[src/rtl/uart_transmitter_pkg.sv]
// Shared UART definitions: FSM state encoding, common baud divisors at 12 MHz
// and the idle line level. The matching receiver imports the same package.
package uart_transmitter_pkg;

    typedef enum logic [1:0] {
        ST_IDLE  = 2'd0,
        ST_START = 2'd1,
        ST_DATA  = 2'd2,
        ST_STOP  = 2'd3
    } uart_state_e;

    localparam int CLKS_PER_BIT_9600   = 1250;
    localparam int CLKS_PER_BIT_115200 = 104;

    localparam logic LINE_IDLE = 1'b1;

endpackage

[src/rtl/uart_baud_tick.sv]
// Bit-period clock enable: counts 0..CLKS_PER_BIT-1 while not cleared and
// flags the final count of each bit period with o_tick.
module uart_baud_tick #(
    parameter int CLKS_PER_BIT = 1250
) (
    input  logic i_clk,
    input  logic i_rst_n,
    input  logic i_clear,
    output logic o_tick
);

    localparam int CNT_W = (CLKS_PER_BIT > 1) ? $clog2(CLKS_PER_BIT) : 1;
    localparam logic [CNT_W-1:0] CNT_LAST = CNT_W'(CLKS_PER_BIT - 1);

    logic [CNT_W-1:0] cnt_q;
    logic [CNT_W-1:0] cnt_d;

    always_comb begin
        cnt_d = cnt_q;
        if (i_clear || (cnt_q == CNT_LAST)) begin
            cnt_d = '0;
        end else begin
            cnt_d = cnt_q + CNT_W'(1);
        end
    end

    always_ff @(posedge i_clk or negedge i_rst_n) begin
        if (!i_rst_n) begin
            cnt_q <= '0;
        end else begin
            cnt_q <= cnt_d;
        end
    end

    assign o_tick = (cnt_q == CNT_LAST) && !i_clear;

endmodule

[src/rtl/uart_transmitter.sv]
// UART transmitter: one-byte holding register in front of an LSB-first
// start/data/stop serialiser, paced by a clock-enable baud counter.
//
// Handshake: a byte is accepted on any rising edge where i_valid && o_ready;
// i_valid is ignored and i_data is not sampled while o_ready is low, and
// i_valid may be held high across edges to queue successive bytes.
module uart_transmitter
    import uart_transmitter_pkg::*;
#(
    parameter int CLKS_PER_BIT = 1250,
    parameter int DATA_BITS    = 8,
    parameter int STOP_BITS    = 1
) (
    input  logic                 i_clk,
    input  logic                 i_rst_n,
    input  logic [DATA_BITS-1:0] i_data,
    input  logic                 i_valid,
    output logic                 o_ready,
    output logic                 o_tx,
    output logic                 o_busy,
    output logic                 o_done
);

    localparam int IDX_W = $clog2(DATA_BITS);
    localparam logic [IDX_W-1:0] IDX_LAST = IDX_W'(DATA_BITS - 1);
    localparam logic STOP_LAST = 1'(STOP_BITS - 1);

    uart_state_e          state_q, state_d;
    logic [DATA_BITS-1:0] shift_q, shift_d;
    logic [DATA_BITS-1:0] hold_q, hold_d;
    logic                 hold_full_q, hold_full_d;
    logic [IDX_W-1:0]     idx_q, idx_d;
    logic                 stop_idx_q, stop_idx_d;
    logic                 tx_q, tx_d;
    logic                 tick;

    // The counter sits at zero in IDLE; every other state change lands on a
    // wrap, so the bit period always restarts cleanly.
    uart_baud_tick #(
        .CLKS_PER_BIT(CLKS_PER_BIT)
    ) u_baud (
        .i_clk  (i_clk),
        .i_rst_n(i_rst_n),
        .i_clear(state_q == ST_IDLE),
        .o_tick (tick)
    );

    always_comb begin
        state_d     = state_q;
        shift_d     = shift_q;
        hold_d      = hold_q;
        hold_full_d = hold_full_q;
        idx_d       = idx_q;
        stop_idx_d  = stop_idx_q;
        tx_d        = tx_q;

        if (i_valid && !hold_full_q) begin
            hold_d      = i_data;
            hold_full_d = 1'b1;
        end

        // tx_d anticipates the next state so the pin comes straight from a flop.
        case (state_q)
            ST_IDLE: begin
                tx_d = LINE_IDLE;
                if (hold_full_q) begin
                    shift_d     = hold_q;
                    hold_full_d = 1'b0;
                    state_d     = ST_START;
                    tx_d        = ~LINE_IDLE;
                end
            end
            ST_START: begin
                if (tick) begin
                    state_d = ST_DATA;
                    idx_d   = '0;
                    tx_d    = shift_q[0];
                end
            end
            ST_DATA: begin
                if (tick) begin
                    shift_d = shift_q >> 1;
                    if (idx_q == IDX_LAST) begin
                        state_d    = ST_STOP;
                        stop_idx_d = 1'b0;
                        tx_d       = LINE_IDLE;
                    end else begin
                        idx_d = idx_q + IDX_W'(1);
                        tx_d  = shift_q[1];
                    end
                end
            end
            ST_STOP: begin
                if (tick) begin
                    if (stop_idx_q == STOP_LAST) begin
                        // A held byte chains straight into the next start bit.
                        if (hold_full_q) begin
                            shift_d     = hold_q;
                            hold_full_d = 1'b0;
                            state_d     = ST_START;
                            tx_d        = ~LINE_IDLE;
                        end else begin
                            state_d = ST_IDLE;
                            tx_d    = LINE_IDLE;
                        end
                    end else begin
                        stop_idx_d = stop_idx_q + 1'b1;
                    end
                end
            end
            default: begin
                state_d = ST_IDLE;
                tx_d    = LINE_IDLE;
            end
        endcase
    end

    always_ff @(posedge i_clk or negedge i_rst_n) begin
        if (!i_rst_n) begin
            state_q     <= ST_IDLE;
            shift_q     <= '0;
            hold_q      <= '0;
            hold_full_q <= 1'b0;
            idx_q       <= '0;
            stop_idx_q  <= 1'b0;
            tx_q        <= LINE_IDLE;
        end else begin
            state_q     <= state_d;
            shift_q     <= shift_d;
            hold_q      <= hold_d;
            hold_full_q <= hold_full_d;
            idx_q       <= idx_d;
            stop_idx_q  <= stop_idx_d;
            tx_q        <= tx_d;
        end
    end

    assign o_tx    = tx_q;
    assign o_ready = !hold_full_q;
    assign o_busy  = (state_q != ST_IDLE);
    assign o_done  = (state_q == ST_STOP) && (stop_idx_q == STOP_LAST) && tick;

endmodule

[config.mk]
export PLATFORM = sky130hd
export DESIGN_NAME = uart_transmitter
export DESIGN_NICKNAME = d
export VERILOG_FILES = /design/src/rtl/uart_transmitter_pkg.sv /design/src/rtl/uart_baud_tick.sv /design/src/rtl/uart_transmitter.sv
export SDC_FILE = /design/constraint.sdc
export NUM_CORES = 1
export LEC_CHECK = 0
export CAP_MARGIN = 0
export CORE_MARGIN = 1
export CORE_UTILIZATION = 50
export DETAILED_ROUTE_END_ITERATION = 6
export PLACE_DENSITY = 0.7
export SETUP_SLACK_MARGIN = 0.4
export SYNTH_ARGS = -nofsm -noshare
export SYNTH_HDL_FRONTEND = slang
export SYNTH_SLANG_ARGS = --single-unit
[constraint.sdc]
create_clock -name i_clk -period 4 [get_ports i_clk]
set_input_delay 0.4 -clock i_clk [delete_from_list [all_inputs] [get_ports i_clk]]
set_output_delay 0.4 -clock i_clk [all_outputs]
set_load 0.02 [all_outputs]
# --- After elaboration in Yosys (flattened, before gate mapping) ---
# Cells that the tools add are included.
totals:
  regBits: 35
  in_bits: 11
  output_inout_bits: 4
  elab_cells: 76
classes:
  n_addsub: 3
  eq_ne: 12
  n_mux: 35
  bitwise_logic: 1
  n_reduce_logical: 17
ops:
  columns: ["operator", "count"]
  rows:
  - ["$mux W8", 4]
  - ["$pmux W8 S3", 1]
  - ["$reduce_and A4 Y1", 4]
  - ["$mux W1", 15]
  - ["$ne A2 B2 Y1 const B", 7]
  - ["$mux W2", 6]
  - ["$add A11 B1 Y11 const B", 1]
  - ["$eq A11 B11 Y1 const B", 1]
  - ["$mux W11", 1]
  - ["$mux W3", 3]
  - ["$pmux W2 S4", 1]
  - ["$pmux W3 S2", 1]
  - ["$reduce_and A6 Y1", 1]
  - ["$reduce_bool A2 Y1", 3]
  - ["$eq A2 B2 Y1 const B", 2]
  - ["$logic_and A1 B1 Y1", 4]
  - ["$pmux W1 S2", 2]
  - ["$pmux W1 S4", 1]
  - ["$add A3 B1 Y3 const B", 1]
  - ["$eq A3 B3 Y1 const B", 1]
  - ["$reduce_bool A3 Y1", 1]
  - ["$eq A2 B1 Y1 const B", 1]
  - ["$logic_not A1 Y1", 2]
  - ["$logic_not A2 Y1", 1]
  - ["3 further kinds", 3]

# --- Logic depth before layout (Yosys ltp) ---
# Gate-level depths: netlist of the first run.
logic_depth:
  word_depth: 7
  depth_mapped: 7
  mapped_depth_nobuf: 6

# --- Modules after synthesis ---
# Synthesis of the first run repeated with hierarchy kept, for this count alone.
hier_totals:
  hier_cells: 162
  area_unflattened_um2: 1732.9
modules_own_cells:
  columns: ["mod", "n_inst", "cells_per_inst", "area_per_inst_um2", "seq_area_each_um2"]
  rows:
  - ["uart_transmitter", 1, 108, 1173.6, 576.8]
  - ["uart_baud_tick", 1, 54, 559.3, 275.3]

# --- Worst setup path before layout of the first run ---
# No wires, ideal clock.
synth_path:
  path_kind: "flip-flop to flip-flop"
  startpoint: "register state_q[0]"
  endpoint: "register shift_q[0]"
  t_arrival_ns: 2.507
  required_time_ns: 3.875
  setup_slack_ns: 1.369
  stages_incl_launch_ff: 8
  period_less_slack_ns: 2.631
  path_cell_list: "dfrtp_1 -> inv_1 -> ha_1 -> or4b_1 -> or4_1 -> buf_2 -> a211oi_4 -> mux2_2"
synth_between:
  elab_chain_len: 5
  word_cells_on_any_way: 11
  cone_classes: "eq/ne: 5; mux: 1; reduce/logical: 5"
synth_lines:
  columns: ["element", "line", "text"]
  rows:
  - ["start, declared", "uart_transmitter.sv:28", "uart_state_e state_q, state_d;"]
  - ["start signal, assigned", "uart_transmitter.sv:128", "state_q <= state_d;"]
  - ["$logic_not A2 Y1", "uart_transmitter.sv:44, uart_transmitter.sv:63", null]
  - ["$logic_not A1 Y1", "uart_baud_tick.sv:35", "assign o_tick = (cnt_q == CNT_LAST) && !i_clear;"]
  - ["$logic_and A1 B1 Y1", "uart_baud_tick.sv:35", null]
  - ["$ne A2 B2 Y1 (no line)", null, null]
  - ["$reduce_and A4 Y1 (no line)", null, null]
  - ["end signal, assigned", "uart_transmitter.sv:129", "shift_q <= shift_d;"]
  - ["end, declared", "uart_transmitter.sv:29", "logic [DATA_BITS-1:0] shift_q, shift_d;"]
# Parallel ways exist; a longest one is shown, timed or not.
# A chain may end at the register's enable or synchronous reset.

# --- Worst setup path in the final report of the first run ---
layout_path:
  startpoint: "register state_q[0]"
  endpoint: "output port o_done"
layout_between:
  elab_chain_len: 4
  word_cells_on_any_way: 6
  cone_classes: "eq/ne: 1; reduce/logical: 5"
layout_lines:
  columns: ["element", "line", "text"]
  rows:
  - ["$logic_not A2 Y1", "uart_transmitter.sv:44", ".i_clear(state_q == ST_IDLE),"]
  - ["$logic_not A1 Y1", "uart_baud_tick.sv:35", null]
  - ["$logic_and A1 B1 Y1", "uart_baud_tick.sv:35", null]
  - ["$logic_and A1 B1 Y1 *", "uart_transmitter.sv:141", "assign o_done = (state_q == ST_STOP) && (stop_idx_q == STOP_LAST) && tick;"]
  - ["end, declared", "uart_transmitter.sv:21", "output logic o_done"]
# Mark *: on every way between the ends. The rest lies on a longest branch, timed or not.

==> impl_metrics.py, run 1 <==
metrics = {
    "setup_path": {
        "crit_end": "o_done",
        "arrival_ps": 2920,
        "crit_path_start_kind": "flop",
        "criticalPathCategory": "flop to output port",
        "worstPathRequired_ps": 3600,
        "r2r-start": "state_q[0]",
        "setup.worst_path.end_class": "output port",
        "critPathMaxFanout": 10,
        "r2r-end": "shift_q[7]",
        "r2r_slack_ps": 1140,
        "r2r_cells": 6,
        "timing.critical_path.from": "state_q[0]",
    },
    "die": {
        "dieArea_um2": 3750,
        "dieHeight_um": 61.2,
        "fp.dieW_um": 61.2,
        "num_io_pins": 15,
        "start_util": 0.526,
        "fp-row-count": 21,
        "core_area_um2": 3340,
    },
    "route": {
        "drc": 0,
        "vias": 1220,
        "wire_per_inst_um": 14.7,
        "drt_iter0_drc": 68,
        "finalWirelength_um": 3180,
        "firstDrtPassIters": 4,
        "ant_nets": 0,
        "vias_per_cell": 5.65,
    },
    "final_layout": {
        "final_util": 0.597,
        "antenna_cells": 0,
        "drive_above_1_share": 0.200,
        "fill_cells": 312,
        "area_delta_synth_final_pct": 13.6,
        "fin_nets": 190,
    },
    "logic_synthesis": {
        "syn_avg_cell_area_um2": 11.5,
        "yosys_warnings": 0,
        "synthArstFlopShare": 1.00,
        "ys_ff_latch": 34,
        "synthFlopType": "dfrtp_1",
        "syn-instance-count": 152,
        "syn_area_um2": 1750,
        "synth_edf_count": 0,
        "synth_seq_area_share": 0.486,
        "synth.distinct_cells": 36,
        "synth_fp_nets": 173,
    },
    "global_route": {
        "grt-ovfl-total": 0,
        "antenna_found_initial": 0,
        "grt_pass1_vias": 1193,
        "grt_pass1_wl_um": 5310,
        "track_usage": 0.203,
        "grt_max_degree": 35,
    },
    "clock_network": {
        "cts_inserted_buffers": 5,
        "clockRootBuffer": "clkbuf_4",
        "holdBufCountCts": 0,
        "htree_levels": 2,
        "path_clk_slew_ps": 100,
        "cts_buffer_depth": 2,
        "cts_repair_resize_count": 0,
        "cts_sinks": 34,
        "insertion_delay_ps": 330,
        "postCtsSetupBuffers": 0,
        "cts_tree": "done",
    },
    "sta": {
        "worstMarginPinSlew_ps": 853,
        "fin_skew_ps": 11.0,
        "setup_viol": 0,
        "fmax_ghz": 0.301,
        "drv_slew": 0,
        "whs_ps": 463,
        "maxSlewHeadroom": 0.430,
        "fin_setup_tns_ps": 0,
        "finalHoldViolCount": 0,
        "rsz0062_at_grt": "false",
        "period_share": 0.831,
        "layout_min_cycle_time_ps": 3320,
    },
    "power": {
        "vdd_drop_max_mv": 0.336,
        "p_total_w": 0.00137,
        "intPower_w": 0.000879,
        "power.leakage_nw": 0.881,
        "clkPwrFrac": 0.128,
        "p_sw_w": 0.000496,
        "pwr-share-comb": 0.464,
        "p_seq_frac": 0.408,
        "powerDensity_nw_per_um2": 690,
        "p_sw_frac": 0.361,
    },
    "hold_path": {
        "hp-class": "input port to asynchronous set/reset pin",
    },
    "placement": {
        "io_buffers": 14,
        "gp_congestion": 0.755,
        "dp.final_hpwl_um": 2340,
    },
    "status": {
        "status": "finished, final reports clean",
    },
    "run": {
        "cap_violations": 0,
    },
}
-- logic make-up (layout without fill, tap and decap cells) --
| family | count (synthesis) | after routing | share of synthesized area |
|---|---|---|---|
| simple gates | 45 | 45 | 0.132 |
| compound gates | 18 | 18 | 0.0813 |
| mux | 25 | 25 | 0.160 |
| buf+inv | 11 | 29 | 0.0242 |
| xor+xnor | 9 | 9 | 0.0449 |
| fa+ha+maj | 10 | 10 | 0.0713 |
| flops | 34 | 34 | 0.486 |
-- how the worst min path moves through the flow --
| stage | cells past startpoint | from | slack (ps) | endpoint |
|---|---|---|---|---|
| after floorplan | 0 | i_rst_n | 100 | hold_full_q |
| final | 2 | i_rst_n | 460 | state_q[1] |
| after CTS | 2 | i_rst_n | 470 | hold_full_q |
| after global routing | 2 | i_rst_n | 490 | u_baud.cnt_q[5] |
| after global placement | 1 | shift_q[2] | 460 | shift_q[2] |
| after detailed placement | 1 | shift_q[2] | 490 | shift_q[2] |
-- through the flow --
stage	setup slack (ps)	instances	instance area, µm²
final	676	216	1990
after global routing	498	216	1990
after CTS	518	216	1990
after detailed placement	881	208	1940
after global placement	1010	208	1940
after floorplan	1370	152	1750
-- placed cells by master (no fill, tap or decap), types with 2 or more instances in the layout --
cell type        netlist  final
nor2b_1                4      4
clkbuf_4               0      5
a211o_1                2      2
nand3_1                4      4
xnor2_1                5      5
clkbuf_1               4      3
nand2_1                7      7
nand4_1                3      3
o21ai_0                3      3
nor2_1                15     15
dfrtp_1               33     33
clkdlybuf4s50_1        0     14
nor3_1                 4      4
xor2_1                 4      4
a21o_1                 3      3
inv_1                  6      6
and3_1                 2      2
ha_1                  10     10
mux2_1                 2      2
mux2_2                23     23
-- metal layers --
layer | vias to the layer above | part of all wire | global-route usage | wire [µm]
li1 | 567 | - | - | -
met1 | 597 | 0.42 | 0.249 | 1350
met2 | 42 | 0.49 | 0.325 | 1560
met3 | 14 | 0.051 | 0.0672 | 163
met4 | 0 | 0.035 | 0.0942 | 112
met5 | - | 0 | 0 | 0
-- critical path, cell delays in order (launching register included) --
cell,delay (ps)
dfrtp_1,430
inv_1,130
ha_1,280
or4b_1,510
or4_4,510
nor2_1,140
clkdlybuf4s50_1,610
-- cell usage after synthesis (2+ instances only) --
library cell | count | area share
a211o_1 | 2 | 0.010
a21o_1 | 3 | 0.013
and3_1 | 2 | 0.0071
clkbuf_1 | 4 | 0.0086
dfrtp_1 | 33 | 0.47
ha_1 | 10 | 0.071
inv_1 | 6 | 0.013
mux2_1 | 2 | 0.013
mux2_2 | 23 | 0.15
nand2_1 | 7 | 0.015
nand3_1 | 4 | 0.011
nand4_1 | 3 | 0.011
nor2_1 | 15 | 0.032
nor2b_1 | 4 | 0.014
nor3_1 | 4 | 0.011
o21ai_0 | 3 | 0.0086
xnor2_1 | 5 | 0.025
xor2_1 | 4 | 0.020
-- cell type report --
class	instances	area [µm²]	share of cell area
inverters	6	22.5	0.0113
multi-input cells	107	863	0.433
well taps	46	57.6	0.0289
repair buffers	15	148	0.0741
clock buffers	8	48.8	0.0245
flip-flops and latches	34	852	0.428
-- flip-flops by register name, summed over array words and instances (netlist names) --
signal and count:
hold_full_q 1, u_baud.cnt_q 11, hold_q 8, shift_q 8, o_tx 1, idx_q 3, state_q 2
-- power groups by stage --
stage               clock network [W]  registers (W)  logic (W)
floorplan                           0       0.000548   0.000494
global placement                    0       0.000558   0.000605
detailed placement                  0       0.000569   0.000633
CTS                          0.000183       0.000562   0.000639
global route                 0.000199       0.000580   0.000705
finish                       0.000176       0.000561   0.000637
Note: power is estimated with default switching activity, not from simulation.
==> run 2, diff against run 1 <==
==> constraint.sdc (replaced) <==
create_clock -name i_clk -period 3.2 [get_ports i_clk]
set_input_delay 0.32 -clock i_clk [delete_from_list [all_inputs] [get_ports i_clk]]
set_output_delay 0.32 -clock i_clk [all_outputs]
set_load 0.02 [all_outputs]
==> run 2 against run 1 <==
Worst setup slack got worse by 160 ps. Non-clock buffer count increased by 4. Global-route usage decreased by 1.9 points. Critical path depth increased by 2. Utilization increased by 3.0 points. Clock-buffer cell count decreased by 3. Die area unchanged. Combinational power increased by 36%. Register-to-register slack got worse by 620 ps. Clock power increased by 120%. Largest cell class unchanged.
==> impl_metrics.py, run 2 (synthesis gave the netlist of run 1 again) <==
metrics = {
    "clock_network": {
        "cts_sinks": 34,
        "insertion_delay_ps": 340,
        "clockRootBuffer": "clkbuf_4",
        "holdBufCountCts": 0,
        "cts_buffer_depth": 2,
        "htree_levels": 2,
        "cts_inserted_buffers": 5,
        "path_clk_slew_ps": 110,
        "cts_tree": "done",
    },
    "route": {
        "finalWirelength_um": 3020,
        "drt_iter0_drc": 80,
        "drc": 0,
        "vias_per_cell": 5.39,
        "ant_nets": 0,
        "firstDrtPassIters": 4,
        "vias": 1185,
        "wire_per_inst_um": 13.7,
    },
    "setup_path": {
        "arrival_ps": 2910,
        "slowest_stage": "or4b_1",
        "worstPathRequired_ps": 3430,
        "r2r-start": "state_q[0]",
        "path_buf_inv": 3,
        "crit_chain": "inv_1 > ha_2 > or4b_1 > or4_1 > buf_4 > a211oi_4 > buf_12 > mux2_2",
        "r2r_slack_ps": 520,
        "r2r_cells": 8,
        "criticalPathCategory": "flop to flop",
        "max_stage_delay_ps": 480,
        "timing.critical_path.from": "state_q[0]",
        "crit_path_start_kind": "flop",
        "critPathMaxFanout": 9,
        "r2r-end": "shift_q[0]",
        "setup.worst_path.end_class": "flop",
        "path_delay_family": "simple AND/OR/NAND/NOR gates",
    },
    "die": {
        "dieArea_um2": 3750,
        "start_util": 0.526,
        "core_area_um2": 3340,
        "fp-row-count": 21,
        "fp.dieW_um": 61.2,
        "dieHeight_um": 61.2,
        "num_io_pins": 15,
    },
    "power": {
        "pwr-share-comb": 0.442,
        "power.leakage_nw": 0.930,
        "vdd_drop_max_mv": 0.508,
        "clkPwrFrac": 0.202,
        "p_sw_w": 0.000643,
        "powerDensity_nw_per_um2": 934,
        "p_seq_frac": 0.356,
        "p_sw_frac": 0.329,
        "intPower_w": 0.00131,
    },
    "global_route": {
        "grt_pass1_vias": 1081,
        "track_usage": 0.183,
        "grt-ovfl-total": 0,
        "grt_max_degree": 35,
        "grt_pass1_wl_um": 4860,
        "antenna_found_initial": 0,
    },
    "hold_path": {
        "hp-class": "input port to asynchronous set/reset pin",
    },
    "placement": {
        "io_buffers": 14,
        "gp_congestion": 0.814,
        "place_ws_ps": 341,
        "dp.final_hpwl_um": 2140,
    },
    "sta": {
        "rsz0062_at_grt": "false",
        "fin_skew_ps": 6.25,
        "fin_setup_tns_ps": 0,
        "period_share": 0.838,
        "finalHoldViolCount": 0,
        "maxSlewHeadroom": 0.514,
        "layout_min_cycle_time_ps": 2680,
        "fin_ws_ps": 519,
        "worstMarginPinSlew_ps": 728,
        "setup_viol": 0,
        "fmax_ghz": 0.373,
        "drv_slew": 0,
    },
    "status": {
        "status": "finished, final reports clean",
    },
    "final_layout": {
        "area_delta_synth_final_pct": 19.3,
        "largest_reg_flops": 11,
        "fin_nets": 194,
        "antenna_cells": 0,
        "final_cell_mix": "dfrtp_1, mux2_2, nor2_1",
        "regMostFlops": "u_baud.cnt_q",
        "top_regs": "u_baud.cnt_q: 11 flops, hold_q: 8 flops, shift_q: 8 flops",
        "final_common_cell": "dfrtp_1",
        "drive_above_1_share": 0.241,
    },
    "run": {
        "cap_violations": 0,
    },
}
run 2: power groups by stage:
| stage | clock, W | combinational, W | sequential [W] |
|---|---|---|---|
| finish | 0.000394 | 0.000864 | 0.000696 |
| global route | 0.000427 | 0.000951 | 0.000715 |
| CTS | 0.000402 | 0.000848 | 0.000698 |
| detailed placement | 0 | 0.000786 | 0.000712 |
| global placement | 0 | 0.000760 | 0.000702 |
| floorplan | 0 | 0.000618 | 0.000686 |
run 2: worst max-delay path by stage:
| stage | to | cells after the start | slack (ps) |
|---|---|---|---|
| after floorplan | shift_q[0] | 7 | 570 |
| after global placement | shift_q[5] | 7 | 420 |
| after detailed placement | shift_q[5] | 7 | 340 |
| after CTS | o_done | 6 | 440 |
| final | shift_q[0] | 8 | 520 |
| after global routing | shift_q[0] | 8 | 410 |
run 2: per-layer routing:
layer	share of wire	up-vias	wire length, µm	track usage
met3	0.058	10	174	0.0462
met2	0.46	38	1380	0.278
met5	0	-	0	0
li1	-	578	-	-
met1	0.46	559	1400	0.239
met4	0.022	0	67	0.107
run 2: stage by stage:
stage               power (W)  std cells  hold slack, ps  cell area (µm²)  utilization
floorplan             0.00130        152            24.4             1750            -
global placement      0.00146        209             464             1950        0.583
detailed placement    0.00150        209             479             1950        0.583
CTS                   0.00195        219             374             2080        0.624
global route          0.00209        220             400             2090        0.627
finish                0.00195        220             367             2090        0.627
run 2: timing repair:
item,CTS,global route
endpoints found under the setup margin,9,9
pin swaps,1,0
setup buffers,2,1
gates cloned,0,0
resized for setup,3,1
run 2: final cells by class:
| cell class | instances | area, µm² |
|---|---|---|
| fillers | 278 | 1240 |
| multi-input cells | 107 | 862 |
| flip-flops and latches | 34 | 852 |
| repair buffers | 19 | 191 |
| clock inverters | 3 | 68.8 |
| well taps | 46 | 57.6 |
| clock buffers | 5 | 37.5 |
| inverters | 6 | 22.5 |
